===== src/rtl/csr_exec.sv =====
// csr_exec: runs one Zicsr read-modify-write against the CSR file's
// enable/busy port and returns the old value (or an illegal flag).
module csr_exec #(
  parameter int CSR_DATA_WIDTH = 32,
  parameter int CSR_ADDR_WIDTH = 12
) (
  input  logic                      clk_i,
  input  logic                      rst_i,
  input  logic                      req_valid_i,
  output logic                      req_ready_o,
  input  logic [2:0]                req_funct3_i,
  input  logic [CSR_ADDR_WIDTH-1:0] req_addr_i,
  input  logic [CSR_DATA_WIDTH-1:0] req_rs1_i,
  input  logic [4:0]                req_rs1_idx_i,
  output logic                      rsp_valid_o,
  input  logic                      rsp_ready_i,
  output logic [CSR_DATA_WIDTH-1:0] rsp_data_o,
  output logic                      rsp_illegal_o,
  output logic                      csr_en_o,
  output logic                      csr_we_o,
  output logic [CSR_ADDR_WIDTH-1:0] csr_addr_o,
  output logic [CSR_DATA_WIDTH-1:0] csr_data_o,
  input  logic [CSR_DATA_WIDTH-1:0] csr_data_i,
  input  logic                      csr_busy_i,
  input  logic                      csr_exists_i,
  input  logic                      csr_ro_i
);

  typedef enum logic [2:0] {
    S_IDLE, S_RD_REQ, S_RD_WAIT, S_WR_REQ, S_WR_WAIT, S_RESP
  } state_t;

  state_t r_state, w_next;

  logic [2:0]                r_funct3;
  logic [CSR_ADDR_WIDTH-1:0] r_addr;
  logic [CSR_DATA_WIDTH-1:0] r_rs1;
  logic [4:0]                r_rs1_idx;
  logic [CSR_DATA_WIDTH-1:0] r_old;
  logic                      r_illegal;
  logic                      r_seen_busy;
  logic [CSR_DATA_WIDTH-1:0] r_wdata;

  logic                      w_accept;
  logic                      w_f3_bad;
  logic [CSR_DATA_WIDTH-1:0] w_src;
  logic [CSR_DATA_WIDTH-1:0] w_new;
  logic                      w_wr_intent;
  logic                      w_illegal;
  logic                      w_wait_done;

  assign w_accept    = req_valid_i && (r_state == S_IDLE);
  assign w_f3_bad    = (req_funct3_i[1:0] == 2'b00);
  assign w_src       = r_funct3[2] ? {{(CSR_DATA_WIDTH-5){1'b0}}, r_rs1_idx} : r_rs1;
  // set/clear forms with a zero rs1 field are pure reads
  assign w_wr_intent = (r_funct3[1:0] == 2'b01) || (r_rs1_idx != 5'd0);
  assign w_illegal   = !csr_exists_i ||
                       (w_wr_intent && (csr_ro_i ||
                        (r_addr[CSR_ADDR_WIDTH-1 -: 2] == 2'b11)));
  // a wait completes only after busy has been seen high and then drops
  assign w_wait_done = r_seen_busy && !csr_busy_i;

  // new CSR value from the read data, valid in the RD_WAIT sample cycle
  always_comb begin
    w_new = w_src;
    case (r_funct3[1:0])
      2'b10:   w_new = csr_data_i | w_src;
      2'b11:   w_new = csr_data_i & ~w_src;
      default: w_new = w_src;
    endcase
  end

  // state register
  always_ff @(posedge clk_i) begin
    if (rst_i) r_state <= S_IDLE;
    else       r_state <= w_next;
  end

  // next-state decode and state-derived outputs
  always_comb begin
    w_next        = r_state;
    req_ready_o   = 1'b0;
    rsp_valid_o   = 1'b0;
    csr_en_o      = 1'b0;
    csr_we_o      = 1'b0;
    case (r_state)
      S_IDLE: begin
        req_ready_o = 1'b1;
        if (req_valid_i) w_next = w_f3_bad ? S_RESP : S_RD_REQ;
      end
      S_RD_REQ: begin
        csr_en_o = 1'b1;
        w_next   = S_RD_WAIT;
      end
      S_RD_WAIT: begin
        if (w_wait_done) w_next = (!w_illegal && w_wr_intent) ? S_WR_REQ : S_RESP;
      end
      S_WR_REQ: begin
        csr_en_o = 1'b1;
        csr_we_o = 1'b1;
        w_next   = S_WR_WAIT;
      end
      S_WR_WAIT: begin
        if (w_wait_done) w_next = S_RESP;
      end
      S_RESP: begin
        rsp_valid_o = 1'b1;
        if (rsp_ready_i) w_next = S_IDLE;
      end
      default: w_next = S_IDLE;
    endcase
  end

  // request latch, read sample, write data and busy tracking
  always_ff @(posedge clk_i) begin
    if (rst_i) begin
      r_funct3    <= '0;
      r_addr      <= '0;
      r_rs1       <= '0;
      r_rs1_idx   <= '0;
      r_old       <= '0;
      r_illegal   <= 1'b0;
      r_seen_busy <= 1'b0;
      r_wdata     <= '0;
    end else begin
      if (w_accept) begin
        r_funct3  <= req_funct3_i;
        r_addr    <= req_addr_i;
        r_rs1     <= req_rs1_i;
        r_rs1_idx <= req_rs1_idx_i;
        r_old     <= '0;
        r_illegal <= w_f3_bad;
      end
      if (r_state == S_RD_WAIT && w_wait_done) begin
        r_old     <= w_illegal ? '0 : csr_data_i;
        r_illegal <= w_illegal;
        if (!w_illegal && w_wr_intent) r_wdata <= w_new;
      end
      if (r_state == S_RD_WAIT || r_state == S_WR_WAIT) begin
        if (w_wait_done)     r_seen_busy <= 1'b0;
        else if (csr_busy_i) r_seen_busy <= 1'b1;
      end else begin
        r_seen_busy <= 1'b0;
      end
    end
  end

  assign rsp_data_o    = r_old;
  assign rsp_illegal_o = r_illegal;
  assign csr_addr_o    = r_addr;
  assign csr_data_o    = r_wdata;

endmodule

===== config.mk =====
export PLATFORM = sky130hd
export DESIGN_NAME = csr_exec
export DESIGN_NICKNAME = d
export VERILOG_FILES = /design/src/rtl/csr_exec.sv
export SDC_FILE = /design/constraint.sdc
export NUM_CORES = 1
export LEC_CHECK = 0
export ABC_AREA = 1
export CAP_MARGIN = 5
export CORE_UTILIZATION = 45
export DETAILED_ROUTE_END_ITERATION = 10
export PLACE_DENSITY = 0.79
export SLEW_MARGIN = 20
export SYNTH_ARGS = -nofsm -noshare
export SYNTH_HDL_FRONTEND = slang
export SYNTH_SLANG_ARGS = --single-unit

===== constraint.sdc =====
create_clock -name clk_i -period 2.6 [get_ports clk_i]
set_input_delay 0.52 -clock clk_i [delete_from_list [all_inputs] [get_ports clk_i]]
set_output_delay 0.52 -clock clk_i [all_outputs]
set_load 0.05 [all_outputs]

==> results of run 1 <==
[sequential cells by signal (all words and copies together) (netlist names)]
signal / count
csr_addr_o: 12
csr_data_o: 32
r_funct3: 3
r_rs1: 32
r_rs1_idx: 5
r_seen_busy: 1
r_state: 3
rsp_data_o: 32
rsp_illegal_o: 1
[how the worst max path moves through the flow]
stage,end,depth (start not counted),slack [ns]
floorplan,r_state[1]$_SDFFE_PP0P_,7,0.90
global placement,csr_data_o[19]$_SDFFE_PP0P_,9,0.51
detailed placement,csr_data_o[27]$_SDFFE_PP0P_,9,0.43
CTS,rsp_valid_o,3,0.09
global route,rsp_valid_o,3,0.02
finish,rsp_valid_o,3,0.10
[layout make-up]
class | instances | area (µm²)
Multi-Input combinational cell | 498 | 2380
Clock buffer | 24 | 502
Fill cell | 894 | 3490
Sequential cell | 121 | 2420
Inverter | 25 | 96.3
Tap cell | 140 | 175
Clock inverter | 7 | 138
Timing Repair Buffer | 186 | 1830
[placed cells by master, fill, tap and decap left out, drive strengths merged]
master / netlist / final
clkdlybuf4s50: 0 / 168
nand2: 168 / 168
dfxtp: 121 / 121
a21oi: 91 / 91
nand3: 80 / 80
nor2: 77 / 77
o21ai: 77 / 77
inv: 25 / 25
clkbuf: 20 / 24
buf: 31 / 18
bufinv: 0 / 4
clkinv: 0 / 2
nand4: 2 / 2
or2: 1 / 1
a31oi: 1 / 1
nor3: 1 / 1
clkinvlp: 0 / 1
[metrics by stage]
stage | std cells | setup WS, ns | power, mW | utilization [%] | hold slack (ns)
final | 1001 | 0.103 | 6.83 | 68.4 | 0.459
after global routing | 1001 | 0.0187 | 7.15 | 68.4 | 0.474
after CTS | 1001 | 0.0911 | 6.82 | 68.4 | 0.460
after detailed placement | 970 | 0.426 | 4.29 | 62.6 | 0.452
after global placement | 970 | 0.509 | 4.23 | 62.6 | 0.439
after floorplan | 695 | 0.899 | 3.71 | - | 0.424
[cells by family after synthesis]
| family | synth area share, % |
|---|---|
| buffers and inverters | 7.38 |
| AO/OA/AOI/OAI | 17.8 |
| flip-flops | 46.8 |
| AND/OR/NAND/NOR | 28.0 |
[power by group]
group / internal [mW] / switching (mW)
Clock: 1.72 / 0.815
Sequential: 2.08 / 0.152
Combinational: 0.659 / 1.40
[critical path: cells and delay by family, from the launching register on]
family | cells | cell delay, ns
buf+inv | 1 | 0.84
flops | 1 | 0.47
simple gates | 2 | 0.26
[layer usage]
metal | vias up | global-route usage, %
met5 | - | 0
li1 | 2604 | -
met1 | 2367 | 31.7
met2 | 225 | 44.8
met4 | 0 | 9.05
met3 | 23 | 8.67
==> results.md, run 1 <==
- Final Cycle Share: 96.0%
- Critical Path End Type: primary output
- Setup crit start kind: register
- Ant diodes: 0
- Max Used Layer: met4
- Cells on Worst Hold Path: 2
- Worst-path fanout max: 6
- Total Routing Usage GR: 26.6%
- Outcome: complete, no violations
- Max Clock Freq: 400 MHz
- CTS Buf Count: 17
- Hold Startpoint: r_rs1[1]$_SDFFE_PP0P_
- Detailed-route via count: 5219
- WL final: 15.4 mm
- WL per Instance: 15.4 µm
- CTS tree: built
- Clk_skew: approximately 0.0061 ns
- Peak VDD IR: 0.827 mV
- Setup_tns: 0 ns
- Top Ports: 172
- Async SR Flop Fraction: 0%
- Min-Delay Path Class: register to register
- Synth Net Count: 786
- Clock slew at reported path FFs: 0.05 ns
- Cell taking the most area after synthesis: dfxtp_1
- WP data required: 2.08 ns
- Final hold vios: 0
- RSZ-0062 raised after global routing: false
- Final Max Slew Viols: 0
- Seq cells post-synth: 121
- Main flop type after synthesis: dfxtp_1
- Top-count cell post-synth: nand2_1
- Met3 wire len: 1.22 mm
- Fin area: around 0.0075 mm²
- Synth top area share: 46.8%
- Area Overhead vs Synth: 45.8%
- Wire length on met2: 7.47 mm
- Share of layout cells above drive strength 1: between 10% and 20%
- Cell area after placement: roughly 0.0069 mm²
- Leak pwr: 2.89 nW
- Nets: 940
- Pre-antenna DRT Iters: 6
- Initial core utilization: 46.9%
- DIE AREA: 0.0119 mm²
- Netlist Area Pre-Place: 0.00517 mm²
- Post-CTS setup buffer count: 0
- R2r setup slk: 0.74 ns
- RD Place Congestion: between 0.8 and 0.9
- Hold endpoint: r_rs1[1]$_SDFFE_PP0P_
- YS warnings: 0
- Met1 wire length: 6.54 mm
- Maxcap violations: 0
- Minimum clock period: 2.50 ns
- Initial antenna violation count: 0
- Global-route wire length before repair: 24.4 mm
- Synth Area per Inst: 7.44 µm²
- DR DRC count: 0
- Vias in the first global route: 5121
- Hpwl dp: 10.5 mm
- First-iteration detailed-routing DRC count: about 390
- R2R cell count: 9
- Worst EP arrival: 1.98 ns
- Slew Limit Headroom: 35.5%
- CTS Root Buffer Type: clkbuf_16
- Die Y: 109 µm
- Clk_lat worst skew: 0.41 ns
- EDFF count, synth: 0
- PD cells: 906 mW/mm²
- I/O Buffers: 171
- CP Class: register to primary output
- Worst path cell trace: nand2_1, nor2_1, clkdlybuf4s50_1
- Tightest Pin Transition: 0.968 ns
- # clock sinks: ~120
- Worst Setup SP: r_state[0]$_SDFFE_PP0P_
- Largest net degree at the start of global routing: 81
- Max Root-Sink Buffers: 2
- Worst path max stage delay: 0.84 ns
- Antenna Violating Nets Remaining: 0
- Global route overflow: 0
- Rows: 38
- Synth cell count leaders: nand2_1, dfxtp_1, nand3_1, nor2_1, a21oi_1
- RR Endpoint: csr_data_o[4]$_SDFFE_PP0P_
- Synth area leaders: dfxtp_1, nand2_1, nand3_1
- Htree depth: 4
- Post-Synthesis Cells: around 700
- CORE AREA: 0.0110 mm²
- Post-CTS sizing: 0
- Die X: 109 µm
- # hold bufs at CTS: 0
- Worst r2r src: r_funct3[1]$_SDFFE_PP0P_
- Distinct cells, synth: 25
- Final setup vio count: 0
- CP max-delay cell: clkdlybuf4s50_1
- Sequential cell area fraction in the yosys report: between 40% and 50%
- Via density: 5.21
Power figures use the tool's default switching activity.
==> inputs of run 2 (changes only) <==
--- a/config.mk
+++ b/config.mk
@@ -9,7 +9,7 @@
 export CAP_MARGIN = 5
 export CORE_UTILIZATION = 45
 export DETAILED_ROUTE_END_ITERATION = 10
-export PLACE_DENSITY = 0.79
+export PLACE_DENSITY = 0.83
 export SLEW_MARGIN = 20
 export SYNTH_ARGS = -nofsm -noshare
 export SYNTH_HDL_FRONTEND = slang
==> run 2 against run 1 <==
Maximum frequency up 1.2%. Highest routed layer unchanged. Sequential share of layout area about the same. Final cell count decreased by 0.20%. Flip-flop and latch count did not move. Largest power group unchanged. First-iteration DRC count shrank 2.6%. Core utilization rose by 0.10 points.
==> results.md, run 2 (same netlist as run 1, synthesis figures left out) <==
- I/O Buffers: 171 (unchanged)
- Rows: 38 (unchanged)
- Peak VDD IR: 0.893 mV (+8.0%)
- Pre-antenna DRT Iters: 5 (-1)
- # clock sinks: 121 (unchanged)
- Worst EP arrival: 1.95 ns (-0.03 ns)
- Leak pwr: 2.91 nW (+0.37%)
- Setup_tns: 0 ns (unchanged)
- Clock slew at reported path FFs: 0.06 ns (about the same)
- Total Routing Usage GR: 28.0% (+1.4 points)
- Worst-path fanout max: 6 (unchanged)
- R2R cell count: 5 (-4)
- Final Hold Slack: 0.462 ns (+0.00270 ns)
- Nets: 937 (-0.32%)
- Tightest Pin Transition: 0.963 ns (-0.00500 ns)
- Final hold vios: 0 (unchanged)
- Post-CTS setup buffer count: 0 (unchanged)
- Largest net degree at the start of global routing: 81 (unchanged)
- WL final: 16.3 mm (+5.8%)
- Minimum clock period: 2.47 ns (-0.0302 ns)
- Sequential cell area: 0.00242 mm² (unchanged)
- FILL cells: 886 (-0.89%)
- Final Cycle Share: 94.9% (-1.2 points)
- Global-route wire length before repair: 25.8 mm (+5.8%)
- Most common cell after layout, fill and taps aside: clkdlybuf4s50_1
- PD cells: 912 mW/mm² (+0.72%)
- Max Clock Freq: 405 MHz (+1.2%)
- CTS Buf Count: 17 (unchanged)
- Critical Path End Type: primary output
- Outcome: complete, no violations
- Slew Limit Headroom: 35.8% (+0.33 points)
- Die X: 109 µm (unchanged)
- Maxcap violations: 0 (unchanged)
- Commonest cells after routing, fill and taps aside: clkdlybuf4s50_1, nand2_1, dfxtp_1
- RSZ-0062 raised after global routing: false
- Via density: 5.54 (+6.2%)
- Htree depth: 4 (unchanged)
- DIE AREA: 0.0119 mm² (unchanged)
- Cells on Worst Hold Path: 2 (unchanged)
- DR DRC count: 0 (unchanged)
- WL per Instance: 16.4 µm (+6.0%)
- Global route overflow: 0 (unchanged)
- Initial core utilization: 46.9% (unchanged)
- Detailed-route via count: 5531 (+6.0%)
- Final Max Slew Viols: 0 (unchanged)
- First-iteration detailed-routing DRC count: 376 (-2.6%)
- Ant diodes: 0 (unchanged)
- Clk_lat worst skew: 0.41 ns (about the same)
- Hpwl dp: 10.7 mm (+1.3%)
- Clk_skew: 0.0113 ns (+0.00516 ns)
- CP Class: register to primary output
- CTS Root Buffer Type: clkbuf_16
- WP data required: 2.08 ns (about the same)
- Max Root-Sink Buffers: 2 (unchanged)
- Setup crit start kind: register
- CORE AREA: 0.0110 mm² (unchanged)
- Share of layout cells above drive strength 1: 11.9% (-0.32 points)
- Min-Delay Path Class: register to register
- Initial antenna violation count: 0 (unchanged)
- Vias in the first global route: 5513 (+7.7%)
- CTS tree: built
- Final setup vio count: 0 (unchanged)
- RD Place Congestion: 0.825 (+0.41%)
- Die Y: 109 µm (unchanged)
- Antenna Violating Nets Remaining: 0 (unchanged)
- Top Ports: 172 (unchanged)
- Area Overhead vs Synth: 46.0%
- Multi-input gate area in the final layout: 0.00238 mm² (unchanged)
-- run 2: area by class of cell --
cell class / instances / share of cell area, %
clock buffer: 25 / 6.56
sequential: 121 / 32.1
inverter: 25 / 1.28
clock inverter: 7 / 1.82
multi-input combinational: 498 / 31.5
tap: 140 / 2.32
timing repair buffer: 183 / 24.4
-- run 2: repair_timing --
item                       in CTS  in global routing
gates resized for setup         0                  1
hold buffers                    0                  0
setup endpoints to repair       0                  1
-- run 2: worst paths after layout --
path | from | endpoint | slack, ns
worst max-delay path | r_state[0]$_SDFFE_PP0P_ | csr_we_o | 0.13
worst min register to register | csr_addr_o[7]$_SDFFE_PP0P_ | csr_addr_o[7]$_SDFFE_PP0P_ | 0.46
worst max register to register | r_state[0]$_SDFFE_PP0P_ | r_funct3[2]$_SDFFE_PP0P_ | 0.60
worst min-delay path | csr_addr_o[7]$_SDFFE_PP0P_ | csr_addr_o[7]$_SDFFE_PP0P_ | 0.46
-- run 2: critical path, stage by stage (launching register included) --
cell and delay [ns]:
dfxtp_1 0.49, nand2_1 0.13, nor2_1 0.12, clkdlybuf4s50_1 0.81
-- run 2: power by group --
part           switching, mW  leakage [nW]  total [mW]  internal (mW)
Clock                  0.811         0.307        2.51           1.70
Sequential             0.152         0.983        2.23           2.08
Combinational           1.43          1.62        2.14          0.711
Total                   2.39          2.91        6.89           4.50
-- run 2: layer usage --
layer | vias to the layer above | global-route usage [%] | part of all wire, %
met5 | - | 0 | 0
met4 | 0 | 10.8 | 1.4
met3 | 32 | 7.77 | 9.6
met2 | 309 | 48.2 | 49
met1 | 2599 | 32.8 | 40
li1 | 2591 | - | -
-- run 2: through the flow --
stage / cells / cell area (µm²) / utilization (%) / setup WS, ns / total power [mW]
6_report: 999 / 7550 / 68.5 / 0.133 / 6.89
4_1_cts: 999 / 7550 / 68.4 / 0.0893 / 6.88
2_1_floorplan: 695 / 5170 / - / 0.899 / 3.71
3_3_place_gp: 967 / 6920 / 62.7 / 0.366 / 4.29
3_5_place_dp: 967 / 6920 / 62.7 / 0.337 / 4.36
5_1_grt: 999 / 7550 / 68.5 / 0.0545 / 7.20
